===== config.mk =====
export PLATFORM = sky130hd
export DESIGN_NAME = hilo_unit
export DESIGN_NICKNAME = d
export VERILOG_FILES = /design/src/rtl/hilo_pkg.sv /design/src/rtl/hilo_iter_step.sv /design/src/rtl/hilo_unit.sv
export SDC_FILE = /design/constraint.sdc
export NUM_CORES = 1
export LEC_CHECK = 0
export BUFFER_PORTS_ARGS = -buffer_cell sky130_fd_sc_hd__clkbuf_2
export CAP_MARGIN = 20
export CORE_ASPECT_RATIO = 1.25
export CORE_UTILIZATION = 45
export CTS_BUF_LIST = sky130_fd_sc_hd__clkbuf_4 sky130_fd_sc_hd__clkbuf_8
export DETAILED_ROUTE_END_ITERATION = 10
export PLACE_DENSITY = 0.61
export SLEW_MARGIN = 15
export SYNTH_ARGS = -nofsm -noshare
export SYNTH_HDL_FRONTEND = slang
export SYNTH_SLANG_ARGS = --single-unit

===== constraint.sdc =====
create_clock -name clock -period 4.2 [get_ports clock]
set_clock_uncertainty 0.05 [all_clocks]
set_input_delay 0.21 -clock clock [delete_from_list [all_inputs] [get_ports clock]]
set_output_delay 0.21 -clock clock [all_outputs]
set_load 0.02 [all_outputs]

===== src/rtl/hilo_pkg.sv =====
// rtl/hilo_pkg.sv - shared width, op codes, FSM states and iteration count for hilo_unit
package hilo_pkg;

  localparam int HILO_WIDTH = 32;
  localparam int ITER_COUNT = 32;

  localparam logic [1:0] OP_MULT  = 2'b00;
  localparam logic [1:0] OP_MULTU = 2'b01;
  localparam logic [1:0] OP_DIV   = 2'b10;
  localparam logic [1:0] OP_DIVU  = 2'b11;

  typedef enum logic [1:0] {
    ST_IDLE = 2'd0,
    ST_CALC = 2'd1,
    ST_FIX  = 2'd2
  } state_e;

endpackage


===== src/rtl/hilo_iter_step.sv =====
// rtl/hilo_iter_step.sv - one multiply (add-shift) or divide (compare-subtract-shift) iteration
// HILO_DIV_EN selects whether the divide branch exists.
module hilo_iter_step #(
  parameter int WIDTH = hilo_pkg::HILO_WIDTH
) (
  input  logic [2*WIDTH:0] acc_i,
  input  logic [WIDTH-1:0] operand_i,
  input  logic             div_i,
  output logic [2*WIDTH:0] acc_o
);

  // Multiply: upper half accumulates, lower half holds the unconsumed multiplier bits.
  logic [WIDTH:0] add_sum;

  always_comb begin
    add_sum = {1'b0, acc_i[2*WIDTH-1:WIDTH]} + (acc_i[0] ? {1'b0, operand_i} : '0);
  end

`ifdef HILO_DIV_EN
  // Divide: upper half is the partial remainder, quotient bits shift in at the bottom.
  logic [2*WIDTH:0] shl;
  logic [WIDTH:0]   diff;
  logic             fits;

  always_comb begin
    shl  = {acc_i[2*WIDTH-1:0], 1'b0};
    diff = shl[2*WIDTH:WIDTH] - {1'b0, operand_i};
    fits = shl[2*WIDTH:WIDTH] >= {1'b0, operand_i};
    if (div_i) begin
      acc_o = fits ? {diff, shl[WIDTH-1:1], 1'b1} : shl;
    end else begin
      acc_o = {1'b0, add_sum, acc_i[WIDTH-1:1]};
    end
  end
`else
  logic unused_div;
  assign unused_div = div_i ^ acc_i[2*WIDTH];
  assign acc_o      = {1'b0, add_sum, acc_i[WIDTH-1:1]};
`endif

endmodule


===== src/rtl/hilo_unit.sv =====
// rtl/hilo_unit.sv - iterative MULT/MULTU/DIV/DIVU unit owning Hi/Lo and driving HiLoData
// Define HILO_DIV_EN to build the divider; otherwise DIV/DIVU starts are single-cycle no-ops.
module hilo_unit
  import hilo_pkg::*;
#(
  parameter int WIDTH = HILO_WIDTH
) (
  input  logic             clock,
  input  logic             reset,
  input  logic             start,
  input  logic [1:0]       op,
  input  logic [WIDTH-1:0] opA,
  input  logic [WIDTH-1:0] opB,
  input  logic             writeHi,
  input  logic             writeLo,
  input  logic [WIDTH-1:0] writeData,
  input  logic             selHi,
  output logic             busy,
  output logic             done,
  output logic [WIDTH-1:0] HiLoData
);

  state_e             state_q, state_d;
  logic [5:0]         cnt_q, cnt_d;
  logic [2*WIDTH:0]   acc_q, acc_d, step_acc;
  logic [WIDTH-1:0]   operand_q, operand_d;
  logic [WIDTH-1:0]   hi_q, hi_d, lo_q, lo_d;
  logic               neg_res_q, neg_res_d;
  logic               done_q, done_d;
  logic               is_div, is_signed, a_neg, b_neg, launch, step_div;
  logic [WIDTH-1:0]   mag_a, mag_b;
  logic [2*WIDTH-1:0] prod;
`ifdef HILO_DIV_EN
  logic               div_q, div_d, neg_rem_q, neg_rem_d, dz_q, dz_d;
  logic [WIDTH-1:0]   quo, rem;
`endif

  always_comb begin
    is_div    = (op == OP_DIV) || (op == OP_DIVU);
    is_signed = (op == OP_MULT) || (op == OP_DIV);
    a_neg     = is_signed & opA[WIDTH-1];
    b_neg     = is_signed & opB[WIDTH-1];
    mag_a     = a_neg ? -opA : opA;
    mag_b     = b_neg ? -opB : opB;
`ifdef HILO_DIV_EN
    launch    = start;
`else
    launch    = start & ~is_div;
`endif
  end

  // Sign-corrected results, consumed only in FIX.
  always_comb begin
    prod = neg_res_q ? -acc_q[2*WIDTH-1:0] : acc_q[2*WIDTH-1:0];
`ifdef HILO_DIV_EN
    quo  = neg_res_q ? -acc_q[WIDTH-1:0] : acc_q[WIDTH-1:0];
    rem  = neg_rem_q ? -acc_q[2*WIDTH-1:WIDTH] : acc_q[2*WIDTH-1:WIDTH];
`endif
  end

`ifdef HILO_DIV_EN
  assign step_div = div_q;
`else
  assign step_div = 1'b0;
`endif

  hilo_iter_step #(.WIDTH(WIDTH)) u_step (
    .acc_i     (acc_q),
    .operand_i (operand_q),
    .div_i     (step_div),
    .acc_o     (step_acc)
  );

  always_comb begin
    state_d   = state_q;
    cnt_d     = cnt_q;
    acc_d     = acc_q;
    operand_d = operand_q;
    neg_res_d = neg_res_q;
    hi_d      = hi_q;
    lo_d      = lo_q;
    done_d    = 1'b0;
`ifdef HILO_DIV_EN
    div_d     = div_q;
    neg_rem_d = neg_rem_q;
    dz_d      = dz_q;
`endif
    unique case (state_q)
      ST_IDLE: begin
        if (writeHi) hi_d = writeData;
        if (writeLo) lo_d = writeData;
        if (launch) begin
          state_d   = ST_CALC;
          cnt_d     = '0;
          acc_d     = {{(WIDTH+1){1'b0}}, mag_a};
          operand_d = mag_b;
          neg_res_d = a_neg ^ b_neg;
`ifdef HILO_DIV_EN
          div_d     = is_div;
          neg_rem_d = a_neg;
          dz_d      = (opB == '0);
`endif
        end
`ifndef HILO_DIV_EN
        if (start && is_div) done_d = 1'b1;
`endif
      end
      ST_CALC: begin
        acc_d = step_acc;
        cnt_d = cnt_q + 6'd1;
        if (cnt_q == 6'(ITER_COUNT - 1)) state_d = ST_FIX;
      end
      ST_FIX: begin
        state_d = ST_IDLE;
        done_d  = 1'b1;
        hi_d    = prod[2*WIDTH-1:WIDTH];
        lo_d    = prod[WIDTH-1:0];
`ifdef HILO_DIV_EN
        // Divide by zero leaves the remainder as opA naturally; only the quotient is forced.
        if (div_q) begin
          hi_d = rem;
          lo_d = dz_q ? '1 : quo;
        end
`endif
      end
      default: state_d = ST_IDLE;
    endcase
  end

  always_ff @(posedge clock) begin
    if (reset) begin
      state_q   <= ST_IDLE;
      cnt_q     <= '0;
      acc_q     <= '0;
      operand_q <= '0;
      neg_res_q <= 1'b0;
      hi_q      <= '0;
      lo_q      <= '0;
      done_q    <= 1'b0;
`ifdef HILO_DIV_EN
      div_q     <= 1'b0;
      neg_rem_q <= 1'b0;
      dz_q      <= 1'b0;
`endif
    end else begin
      state_q   <= state_d;
      cnt_q     <= cnt_d;
      acc_q     <= acc_d;
      operand_q <= operand_d;
      neg_res_q <= neg_res_d;
      hi_q      <= hi_d;
      lo_q      <= lo_d;
      done_q    <= done_d;
`ifdef HILO_DIV_EN
      div_q     <= div_d;
      neg_rem_q <= neg_rem_d;
      dz_q      <= dz_d;
`endif
    end
  end

  assign busy     = (state_q != ST_IDLE);
  assign done     = done_q;
  assign HiLoData = selHi ? hi_q : lo_q;

endmodule

# --- Yosys cells after proc, flatten, opt, wreduce, memory -nomap -nowiden ---
# Cells that the tools add are included.
totals:
  reg_bits: 170
  input_bits: 104
  out_inout_bits: 34
  word_cells: 58
classes:
  addsub: 5
  n_eq_ne: 9
  muxes: 18
  bitwise: 5
  reduce_logical: 13
ops:
  columns: ["operator", "n"]
  rows:
  - ["32-bit 2-to-1 mux", 6]
  - ["64-bit 2-to-1 mux", 2]
  - ["32-bit case mux with 2 select lines", 2]
  - ["64-bit case mux with 2 select lines", 1]
  - ["32-bit negation", 2]
  - ["64-bit negation", 1]
  - ["32-bit by 32-bit adder with 33-bit output", 1]
  - ["6-bit case mux with 2 select lines", 1]
  - ["2-bit AND reduction", 5]
  - ["2-bit inequality test, second input constant", 4]
  - ["6-bit by 1-bit adder with 6-bit output, second input constant", 1]
  - ["2-bit == test, second input constant", 3]
  - ["6-bit by 5-bit == test with 1-bit output, second input constant", 1]
  - ["6-bit 2-to-1 mux", 1]
  - ["2-bit nonzero test", 3]
  - ["2-bit logical NOT", 2]
  - ["2-bit 2-to-1 mux", 2]
  - ["2-bit case mux with 2 select lines", 1]
  - ["1-bit bitwise AND", 3]
  - ["2-bit by 1-bit == test with 1-bit output, second input constant", 1]
  - ["1-bit logical OR", 2]
  - ["1-bit case mux with 2 select lines", 1]
  - ["1-bit logical AND", 1]
  - ["1-bit 2-to-1 mux", 1]
  - ["other kinds (2)", 2]

# --- Logic depth before layout (Yosys ltp) ---
logic_depth:
  depth_word: 6
  ltp_mapped: 14
  depth_no_buf: 12

# --- By module ---
# From an unflattened synthesis, not the netlist that was laid out.
hier_totals:
  cells_unflattened: 1658
  hier_area_um2: 12545.8
by_module_without_submodules:
  columns: ["mod", "instances", "cells_each", "area_each_um2", "seq_area_each_um2"]
  rows:
  - ["hilo_unit", 1, 1303, 10105.9, 3423.3]
  - ["hilo_iter_step", 1, 355, 2439.8, 0.0]

# --- Least setup slack after synthesis ---
# No wires, ideal clock.
synth_path:
  path_type: "register -> register"
  start: "register acc_q[0]"
  end: "register hi_q[30]"
  setup_time_ns: 0.103
  t_arrival_ns: 3.091
  t_required_ns: 4.047
  setup_slack_ns: 0.956
  stages_incl_launch_ff: 13
  period_less_slack_ns: 3.244
  path_cell_list: "dfxtp_1 > clkbuf_1 > clkbuf_1 > inv_1 > ha_1 > or3b_4 > or4_4 > nor4b_4 > nand4_2 > or4_4 > nand3_2 > o21ai_2 > a2111oi_2"
synth_between:
  elab_chain_len: 3
synth_lines:
  columns: ["item", "line", "text"]
  rows:
  - ["start: declaration", "hilo_unit.sv:25", "logic [2*WIDTH:0] acc_q, acc_d, step_acc;"]
  - ["start signal: assignment", "hilo_unit.sv:134", "acc_q <= '0;"]
  - ["start signal: assignment", "hilo_unit.sv:148", "acc_q <= acc_d;"]
  - ["64-bit negation", "hilo_unit.sv:54", "prod = neg_res_q ? -acc_q[2*WIDTH-1:0] : acc_q[2*WIDTH-1:0];"]
  - ["64-bit 2-to-1 mux", "hilo_unit.sv:54", null]
  - ["32-bit case mux with 2 select lines", "hilo_unit.sv:88", "unique case (state_q)"]
  - ["end signal: assignment", "hilo_unit.sv:151", "hi_q <= hi_d;"]
  - ["end: declaration", "hilo_unit.sv:27", "logic [WIDTH-1:0] hi_q, hi_d, lo_q, lo_d;"]
# No other way between the ends.
# A chain may end at the register's enable or synchronous reset.

# --- Final worst setup path ---
layout_path:
  start: "register acc_q[1]"
  end: "register hi_q[28]"
# The elaborated chain is that of the path after synthesis.

==> flow_summary.ini <==
[run_status]
run_status = finished, final reports clean

[critical_path]
endpoint_kind = register
worstPathArrival_ns = 3.75
start_kind = register
worstPathRequired_ns = 4.55
reg2regPathDepth = 10
path_class = register to register
critPathMaxFanout = 6

[sta]
final_hold_viol_count = 0
fin_crit_sh = 0.8095
drv_slew = 0
period_minus_slack_ns = 3.400
rsz0062_at_grt = false
tightest_slew_ns = 1.020
slew_headroom = 0.3175
setup_ws_ns = 0.8002
max_freq_ghz = 0.2941
setup_tns_ns = 0
setup_viol = 0

[route]
routed_via_density = 5.860
drtAntennaViolNets = 0
wirelength_um = 36360
wl_per_cell_um = 18.79
drtIter0Drc = 717
dr.pass1.iters = 6
vias = 11340
drc = 0

[placed_design]
routabilityCongestion = 0.9224
hpwl_um = 27090
port-buffer-count = 137
dp_slack_ns = 0.8974

[synthesis]
netlist_area_um2 = 11450
post_synth.cell_area_avg_um2 = 7.701
ys_seq_elements = 170
syn_inst = 1487
synth_nets = 1628
synth_top_area_cell = dfxtp_1
synth_cell_types = 64
synth_top_area_share = 0.2972
synth_ff_type = dfxtp_1
synth_edf_count = 0
synth_warnings = 0
ys_seq_area_frac = 0.2972
synthTopCellsByArea = dfxtp_1 (30%), nor2_1 (5.4%), a21oi_1 (5.2%)
async_flop_share = 0

[layout]
antenna_cells = 0
drive_gt1_frac = 0.1526
fin_nets = 1733
finish.utilization = 0.5303
syn_to_final_growth_pct = 14.60
fillers = 2430

[floorplan]
row_count = 64
die_h_um = 180.4
boundaryPins = 138
dieWidth_um = 144.7
coreArea_um2 = 24740
start_util = 0.4628
die_area_um2 = 26090

[power]
leakage_nw = 5.137
powerDensity_nw_per_um2 = 294.4
ir_worst_vdd_mv = 0.2041

[hold_path]
hold_class = input port to register
hold_depth = 4

[clock_tree]
cts_root_buf = clkbuf_8
postCtsSetupRepairBufs = 0
htree_levels = 4
hold_buffers = 41
clock_latency_ns = 0.49
cts_sinks = 170
cts_tree = yes
cts_buffer_depth = 2
cts-buffers-inserted = 17
clk_pin_slew_ns = 0.10
ctsResizeCount = 0

[grt]
grt_pass1_vias = 10570
grt_overflow = 0
track_usage = 0.2803
grt_max_degree = 79
grt_pass1_wl_um = 57080
grt_antenna_before_repair = 0

[flow_run]
cap_violations = 0
cells in the final DEF, fill, tap and decap left out, types with 24 or more instances in the layout:
master,n
o21ai_0,97
clkbuf_2,136
nand3_1,29
a211oi_1,55
nand2_1,143
mux2_2,33
a22oi_1,31
dfxtp_1,169
dlygate4sd3_1,41
a21oi_1,120
a21o_1,24
xnor2_1,65
and2_1,37
o31ai_1,25
ha_1,36
nor3_1,33
o22ai_1,28
xor2_1,61
nor2_1,162
per-layer routing:
metal  wire (µm)  part of all wire  track usage
met1       15650              0.43       0.3564
met2       17830              0.49       0.4740
met3        1689             0.046      0.03747
met4        1190             0.033       0.1074
met5           0                 0            0
cell families (layout without fill, tap and decap cells):
logic type / Yosys count / in the layout / share of synthesized area
buffers and inverters: 121 / 239 / 0.03977
AO/OA/AOI/OAI: 471 / 471 / 0.2654
flip-flops: 170 / 170 / 0.2972
XOR/XNOR: 126 / 126 / 0.09637
multiplexers: 35 / 35 / 0.03420
adder cells (fa/ha/maj): 37 / 37 / 0.04108
AND/OR/NAND/NOR: 527 / 527 / 0.2260
cells in the mapped netlist (all sizes together) (34+ instances only):
cell    count
a211oi     55
a21oi     120
and2       37
clkbuf     97
dfxtp     170
ha         36
nand2     144
nor2      164
nor3       34
o21ai      98
xnor2      65
xor2       61
metrics by stage:
| step | cell area, µm² | power, W | instances | hold WS, ns |
|---|---|---|---|---|
| 6_report | 13120 | 0.003863 | 1935 | 0.01508 |
| 5_1_grt | 13120 | 0.004035 | 1935 | 0.02157 |
| 2_1_floorplan | 11450 | 0.002331 | 1487 | 0.2960 |
| 3_3_place_gp | 12290 | 0.002589 | 1861 | 0.3797 |
| 3_5_place_dp | 12290 | 0.002598 | 1862 | 0.3914 |
| 4_1_cts | 13120 | 0.003881 | 1935 | 0.001743 |
path summary, 6_finish.rpt:
path	start	endpoint	slack, ns
max	acc_q[1]$_SDFFE_PP0P_	hi_q[28]$_SDFFE_PP0P_	0.80
min	opA[13]	acc_q[13]$_SDFFE_PP0P_	0.02
max reg2reg	acc_q[1]$_SDFFE_PP0P_	hi_q[28]$_SDFFE_PP0P_	0.80
min reg2reg	lo_q[14]$_SDFFE_PP0P_	lo_q[14]$_SDFFE_PP0P_	0.41
power breakdown:
part           internal, W  leakage [nW]  switching [W]
sequential         0.00170          1.39      0.0000789
clock             0.000568         0.205       0.000696
combinational     0.000327          3.54       0.000494
sequential cells by signal (all words and copies together) (netlist names):
signal	flops
done	1
state_q	2
operand_q	32
lo_q	32
hi_q	32
neg_res_q	1
acc_q	64
cnt_q	6
worst max-delay path: stages (launching register included):
cell,delay [ns]
dfxtp_1,0.35
inv_1,0.11
ha_1,0.17
or3b_4,0.41
or4_4,0.54
nor3b_1,0.47
nand4_1,0.38
o41ai_1,0.47
xnor2_1,0.17
nor2_1,0.05
nor4_1,0.15
cell type report:
cell class              count  area (µm²)  area share
repair buffers            191        1209     0.09211
flip-flops and latches    170        3405      0.2594
multi-input cells        1196        7617      0.5805
clock inverters            13       163.9     0.01249
clock buffers              19       255.2     0.01945
inverters                  16       60.06    0.004577
well taps                 330       412.9     0.03146
(Power assumes the default switching activity.)
